<file path="config.mk">
export PLATFORM = sky130hd
export DESIGN_NAME = input_cond_multi
export DESIGN_NICKNAME = d
export VERILOG_FILES = /design/src/rtl/input_cond_multi.sv
export SDC_FILE = /design/constraint.sdc
export NUM_CORES = 1
export LEC_CHECK = 0
export BUFFER_PORTS_ARGS = -buffer_cell sky130_fd_sc_hd__buf_2
export CAP_MARGIN = 20
export CORE_ASPECT_RATIO = 0.7
export CORE_MARGIN = 3
export CORE_UTILIZATION = 59
export DETAILED_ROUTE_END_ITERATION = 12
export MAX_ROUTING_LAYER = met4
export PLACE_DENSITY_LB_ADDON = 0.05
export SYNTH_ARGS = -nofsm -noshare
export SYNTH_HDL_FRONTEND = slang
export SYNTH_SLANG_ARGS = --single-unit
</file>
<file path="constraint.sdc">
create_clock -name clk -period 6.1 [get_ports clk]
set_input_delay 0.915 -clock clk [delete_from_list [all_inputs] [get_ports clk]]
set_output_delay 0.915 -clock clk [all_outputs]
set_load 0.05 [all_outputs]
</file>
<file path="src/rtl/input_cond_multi.sv">
// input_cond_multi: per-channel synchroniser, ce-timed debounce, press/release
// pulses, hold-to-repeat actions and LED visibility stretcher.
module input_cond_multi #(
    parameter int unsigned     N_CH          = 4,
    parameter int unsigned     SYNC_STAGES   = 2,
    parameter int unsigned     DEBOUNCE_TK   = 20,
    parameter logic [N_CH-1:0] REPEAT_MASK   = N_CH'(4'b0110),
    parameter int unsigned     REPEAT_DELAY  = 250,
    parameter int unsigned     REPEAT_PERIOD = 80,
    parameter int unsigned     STRETCH_CYC   = 1000000
) (
    input  logic            clk,
    input  logic            rst,
    input  logic            ce,
    input  logic [N_CH-1:0] raw_in,
    output logic [N_CH-1:0] level,
    output logic [N_CH-1:0] press_pulse,
    output logic [N_CH-1:0] release_pulse,
    output logic [N_CH-1:0] act_pulse,
    output logic [N_CH-1:0] vis
);

    localparam int unsigned RMAX =
        (REPEAT_DELAY > REPEAT_PERIOD) ? REPEAT_DELAY : REPEAT_PERIOD;
    localparam int DW = $clog2(DEBOUNCE_TK + 1);
    localparam int RW = $clog2(RMAX + 1);
    localparam int SW = $clog2(STRETCH_CYC + 1);

    typedef enum logic [1:0] {
        S_IDLE,
        S_DELAY,
        S_REPEAT
    } rep_state_t;

    logic [SYNC_STAGES-1:0][N_CH-1:0] r_sync;
    logic [N_CH-1:0]                  w_sync;

    always_ff @(posedge clk or posedge rst) begin
        if (rst) begin
            r_sync <= '0;
        end else begin
            r_sync <= {r_sync[SYNC_STAGES-2:0], raw_in};
        end
    end

    assign w_sync = r_sync[SYNC_STAGES-1];

    for (genvar g = 0; g < N_CH; g++) begin : g_ch
        logic [DW-1:0] r_dcnt;
        logic          r_level;
        logic          r_level_d;
        logic          r_press;
        logic          r_release;
        rep_state_t    r_state;
        rep_state_t    w_state_nx;
        logic [RW-1:0] r_rcnt;
        logic [RW-1:0] w_rcnt_nx;
        logic          r_rep;
        logic          w_rep_nx;
        logic          w_act;
        logic [SW-1:0] r_scnt;

        // Any cycle where the synchronised input agrees with level restarts the count.
        always_ff @(posedge clk or posedge rst) begin
            if (rst) begin
                r_dcnt  <= '0;
                r_level <= 1'b0;
            end else if (w_sync[g] == r_level) begin
                r_dcnt <= '0;
            end else if (ce) begin
                if (r_dcnt == DW'(DEBOUNCE_TK - 1)) begin
                    r_level <= ~r_level;
                    r_dcnt  <= '0;
                end else begin
                    r_dcnt <= r_dcnt + DW'(1);
                end
            end
        end

        always_ff @(posedge clk or posedge rst) begin
            if (rst) begin
                r_level_d <= 1'b0;
                r_press   <= 1'b0;
                r_release <= 1'b0;
            end else begin
                r_level_d <= r_level;
                r_press   <= r_level & ~r_level_d;
                r_release <= ~r_level & r_level_d;
            end
        end

        always_ff @(posedge clk or posedge rst) begin
            if (rst) begin
                r_state <= S_IDLE;
                r_rcnt  <= '0;
                r_rep   <= 1'b0;
            end else begin
                r_state <= w_state_nx;
                r_rcnt  <= w_rcnt_nx;
                r_rep   <= w_rep_nx;
            end
        end

        always_comb begin
            w_state_nx = r_state;
            w_rcnt_nx  = r_rcnt;
            w_rep_nx   = 1'b0;
            case (r_state)
                S_IDLE: begin
                    if (r_press && REPEAT_MASK[g]) begin
                        w_state_nx = S_DELAY;
                        w_rcnt_nx  = '0;
                    end
                end
                S_DELAY: begin
                    if (!r_level) begin
                        w_state_nx = S_IDLE;
                        w_rcnt_nx  = '0;
                    end else if (ce) begin
                        if (r_rcnt == RW'(REPEAT_DELAY - 1)) begin
                            w_state_nx = S_REPEAT;
                            w_rcnt_nx  = '0;
                            w_rep_nx   = 1'b1;
                        end else begin
                            w_rcnt_nx = r_rcnt + RW'(1);
                        end
                    end
                end
                S_REPEAT: begin
                    if (!r_level) begin
                        w_state_nx = S_IDLE;
                        w_rcnt_nx  = '0;
                    end else if (ce) begin
                        if (r_rcnt == RW'(REPEAT_PERIOD - 1)) begin
                            w_rcnt_nx = '0;
                            w_rep_nx  = 1'b1;
                        end else begin
                            w_rcnt_nx = r_rcnt + RW'(1);
                        end
                    end
                end
                default: begin
                    w_state_nx = S_IDLE;
                    w_rcnt_nx  = '0;
                end
            endcase
        end

        // A repeat scheduled on the same edge the level drops is discarded.
        assign w_act = r_press | (r_rep & r_level);

        always_ff @(posedge clk or posedge rst) begin
            if (rst) begin
                r_scnt <= '0;
            end else if (w_act) begin
                r_scnt <= SW'(STRETCH_CYC);
            end else if (r_scnt != '0) begin
                r_scnt <= r_scnt - SW'(1);
            end
        end

        assign level[g]         = r_level;
        assign press_pulse[g]   = r_press;
        assign release_pulse[g] = r_release;
        assign act_pulse[g]     = w_act;
        assign vis[g]           = (r_scnt != '0);
    end

endmodule

</file>
==> results.md <==
- The total clock sinks is 146.
- Once the floorplan was initialized, standard cells occupied 61.35% of the core.
- In the synthesized netlist, the cells that appear most often are 146 x sky130_fd_sc_hd__dfrtp_1, 70 x sky130_fd_sc_hd__nor2_1, 65 x sky130_fd_sc_hd__nand2_1, 63 x sky130_fd_sc_hd__a21oi_1, 41 x sky130_fd_sc_hd__nand3_1.
- The final weighted congestion in routability-driven placement is 0.8886.
- The largest net degree at the start of global routing is 106.
- After global routing the overflow that remains totals 0.
- For hold timing, the worst endpoint is w_sync[1]$_DFF_PP0_.
- Counting instances, the worst hold path has a depth of 0.
- Dividing total power by cell area gives a power density of 231.7 mW/mm2.
- The first global-routing pass estimated 30370 um of wire.
- Across all register-to-register paths, the minimum setup slack is 3.63 ns.
- Across all layers, the routed design uses 6837 vias.
- The clock tree from TritonCTS is yes.
- The initialized floorplan defines 35 standard-cell rows.
- The post-detailed-placement half-perimeter wirelength is 11820 um.
- The latest clock arrival within the worst-skew pair is 0.42 ns.
- CTS placed an instance of sky130_fd_sc_hd__clkbuf_16 at the clock tree root.
- In this run, CTS created clock tree buffers numbering 17.
- The via count of the first global-routing pass was 6418.
- The final clock skew is 0.01371 ns.
- For the finished layout, the period the worst path requires is 3.417 ns.
- The number of gates resized after CTS was 0.
- The overall power after layout is 0.002075 W.
- The mean instance size in the synthesized netlist is 9.353 um2.
- For this run, the detailed router's first-pass iteration total came to 5.
- The die height is 104.8 um.
- The required arrival time at the worst endpoint is 5.18 ns.
- Internal power comes to 0.001605 W.
- The area enclosed by the die boundary is 0.01541 mm2.
- The detail route stage leaves a number of antenna-violating nets equal to 0.
- 0 antenna diodes ended up in the layout.
- The number of violations reported at the end of detailed-routing iteration 0 is 624.
- Adding up every negative setup slack in the final design gives 0 ns.
- Setup violations remaining at the end of the flow were counted as 0.
- The count of fill cells added during filler insertion is 1060.
- STA classifies the critical path endpoint as an output pin.
- Clock-pin slew was measured on the worst setup and hold paths at 0.06 ns.
- After routing the design area is 0.008956 mm2.
- The multi-input combinational cells in the finished layout cover a total of 0.004178 mm2.
- The number of hold violations in the final report is 0.
- Data arrives at the worst endpoint at 2.50 ns.
- The count of pins over their slew limit is 0.
- In this run the power spent charging and discharging nets is 0.0004704 W.
- IR analysis of the VDD net gives a maximum drop of 0.0001664 V.
- After detailed routing, the total wire length is 17600 um.
- The async set-reset flop share out of synthesis is 100.0%.
- Dividing the final minimum period by the clock period gives 56.02%.
- For this run, design rule violations remaining after detail routing come to 0.
- The worst flop-to-flop path startpoint is g_ch[3].r_scnt[10]$_DFFE_PP0P_.
- In this run the critical register-to-register path is captured at g_ch[3].r_scnt[19]$_DFFE_PP0P_.
- Setup repair after global routing left no endpoint under its margin.
- Sorting the synthesized cells by area gives the leading types as sky130_fd_sc_hd__dfrtp_1 44%, sky130_fd_sc_hd__a21oi_1 3.8%, sky130_fd_sc_hd__ha_1 3.3%.
- The port buffer count is 26.
- The maximum root-to-sink buffer count is 2.
- The number of setup buffers added after CTS is 0.
- The number of enable-type register cells in the synthesized netlist is 0.
- Of all nets on the critical path, the largest fanout is 22.
- The number of primary I/O pins is 27.
- The transition time at the pin with the least slew margin is 1.039 ns.
- The power share of the sequential group is 47.4%.
- In the final layout, the share of cells above drive strength 1 is 10.53%.
- The worst setup path is of the flip-flop to output pin kind.
- The synthesized design spends more area on one cell type than any other, namely sky130_fd_sc_hd__dfrtp_1.
- The worst setup path is launched from a flip-flop.
- The leakage power total is 4.263 nW.
- Of the total power, the clock network draws 50.6%.
- Summing every instance area after synthesis gives 0.008222 mm2.
- The H-tree was split into 4 levels.
- The final layout contains 909 nets.
- The number of antenna violations at the first check in global routing is 0.
- The unique cell type count in the Yosys netlist is 70.
- The relative slew slack is 30.72%.
- The placeable core region is 0.01340 mm2.
- The storage element area is 0.003654 mm2.
- The min-delay analysis places its worst path in the category flip-flop to flip-flop.
- In this run the horizontal extent of the chip is 147.1 um.
- Net switching is 22.67% of the power.
- The share of the synthesized area in the top cell type is 44.44%.
- The final standard cell utilization of the core is 66.83%.
- In the final routed layout, each cell accounts on average for 16.32 um.
- After technology mapping, the gate count stands at 879.
- The number of max-cap violations is 0.
- The cell depth of the worst flop-to-flop path is 4.
- The Yosys step of the flow raised 0 warnings.
- The via density per instance is 6.342.
- Summing all placed instances gives a cell area of 0.008363 mm2.
- The area growth from synthesis to layout is 8.933%.
- When the netlist entered floorplanning its net count stood at 908.
- Summing the sequential cell areas from Yosys gives 44.44% of the chip area.
- The run finished with clean final reports.
- The fmax is 0.2926 GHz.
- The predominant post-synthesis flop cell is sky130_fd_sc_hd__dfrtp_1.
- Yosys instantiated no cell more often than sky130_fd_sc_hd__dfrtp_1.
- The number of buffers added to fix hold violations after cts is 0.
- The beginning of the worst hold path is r_sync[1]$_DFF_PP0_.
- The combinational group share of total power is 2.0%.
- The number of synthesized register bits is 146.
- The overall routing resource usage is 24.04%.
==> state kept, by name, indices dropped and copies added (netlist names) <==
| register | cells |
|---|---|
| g_ch.r_dcnt | 20 |
| g_ch.r_level | 4 |
| g_ch.r_level_d | 4 |
| g_ch.r_press | 4 |
| g_ch.r_rcnt | 16 |
| g_ch.r_release | 4 |
| g_ch.r_rep | 2 |
| g_ch.r_scnt | 80 |
| g_ch.r_state | 4 |
| r_sync | 4 |
| w_sync | 4 |
==> power by group through the flow <==
stage	Sequential [W]	Clock, W	Combinational, W
6_report	0.000983	0.00105	0.0000416
5_1_grt	0.000983	0.00111	0.0000491
4_1_cts	0.000983	0.00106	0.0000432
3_5_place_dp	0.00100	0	0.0000429
3_3_place_gp	0.00100	0	0.0000412
2_1_floorplan	0.000999	0	0.0000303
==> cell type report <==
cell class	instances	share of cell area [%]
clock buffers	19	4.946
clock inverters	13	1.676
inverters	36	1.565
multi-input cells	649	46.65
flip-flops and latches	146	40.79
well taps	185	2.585
repair buffers	30	1.788
==> metrics by stage <==
stage	hold WS [ns]	std cells	setup slack [ns]
after floorplan	0.3312	879	1.262
after global placement	0.3392	1046	3.207
after detailed placement	0.3440	1046	3.075
after CTS	0.3581	1078	2.694
after global routing	0.3741	1078	2.361
final	0.3556	1078	2.683
==> layout by cell type, fill, tap and decap left out, drive strengths merged, types with 5 or more instances in the layout <==
cell type	count
dfrtp	146
nor2	70
nand2	65
a21oi	63
nand3	41
o21ai	41
inv	39
nor2b	31
buf	30
nor4	27
nor3	26
or4	23
ha	22
o31ai	20
clkbuf	19
mux2i	18
nand2b	16
or3	15
nand4	13
mux2	11
a211oi	10
o311ai	9
and3	9
o211ai	9
o2111ai	8
and4	7
nor3b	7
or2	7
o41ai	6
and2	6
o31a	5
nand3b	5
clkinvlp	5
a2111oi	5
==> metal layers <==
metal	track usage (%)	wire length, um
met4	5.386	88
met5	-	0
met1	34.76	8567
met2	35.51	8100
met3	4.681	841
==> worst max-delay path: stages (launching register included) <==
cell,delay (ns)
sky130_fd_sc_hd__dfrtp_1,0.41
sky130_fd_sc_hd__inv_1,0.12
sky130_fd_sc_hd__ha_1,0.15
sky130_fd_sc_hd__nor4b_1,0.29
sky130_fd_sc_hd__and3_1,0.69
sky130_fd_sc_hd__nand4_1,0.17
sky130_fd_sc_hd__buf_2,0.26
==> cell families after synthesis <==
| group | synth area share (%) |
|---|---|
| muxes | 3.698 |
| adders and majority gates | 3.348 |
| DFF | 44.44 |
| buffers and inverters | 4.748 |
| xor gates and xnor gates | 0.8521 |
| and+or+nand+nor | 26.22 |
| AOI/OAI and AO/OA | 16.69 |
==> how the worst max path moves through the flow <==
stage / depth (start not counted) / to / slack [ns] / start
after CTS: 6 / vis[0] / 2.69 / g_ch[0].r_scnt[0]$_DFFE_PP0P_
after global placement: 6 / vis[0] / 3.21 / g_ch[0].r_scnt[0]$_DFFE_PP0P_
after detailed placement: 5 / g_ch[2].r_rcnt[6]$_DFFE_PP0P_ / 3.07 / ce
after floorplan: 1 / g_ch[0].r_dcnt[0]$_DFFE_PP0P_ / 1.26 / rst
after global routing: 6 / vis[0] / 2.36 / g_ch[0].r_scnt[0]$_DFFE_PP0P_
final: 6 / vis[0] / 2.68 / g_ch[0].r_scnt[0]$_DFFE_PP0P_
Note: power is estimated with default switching activity, not from simulation.
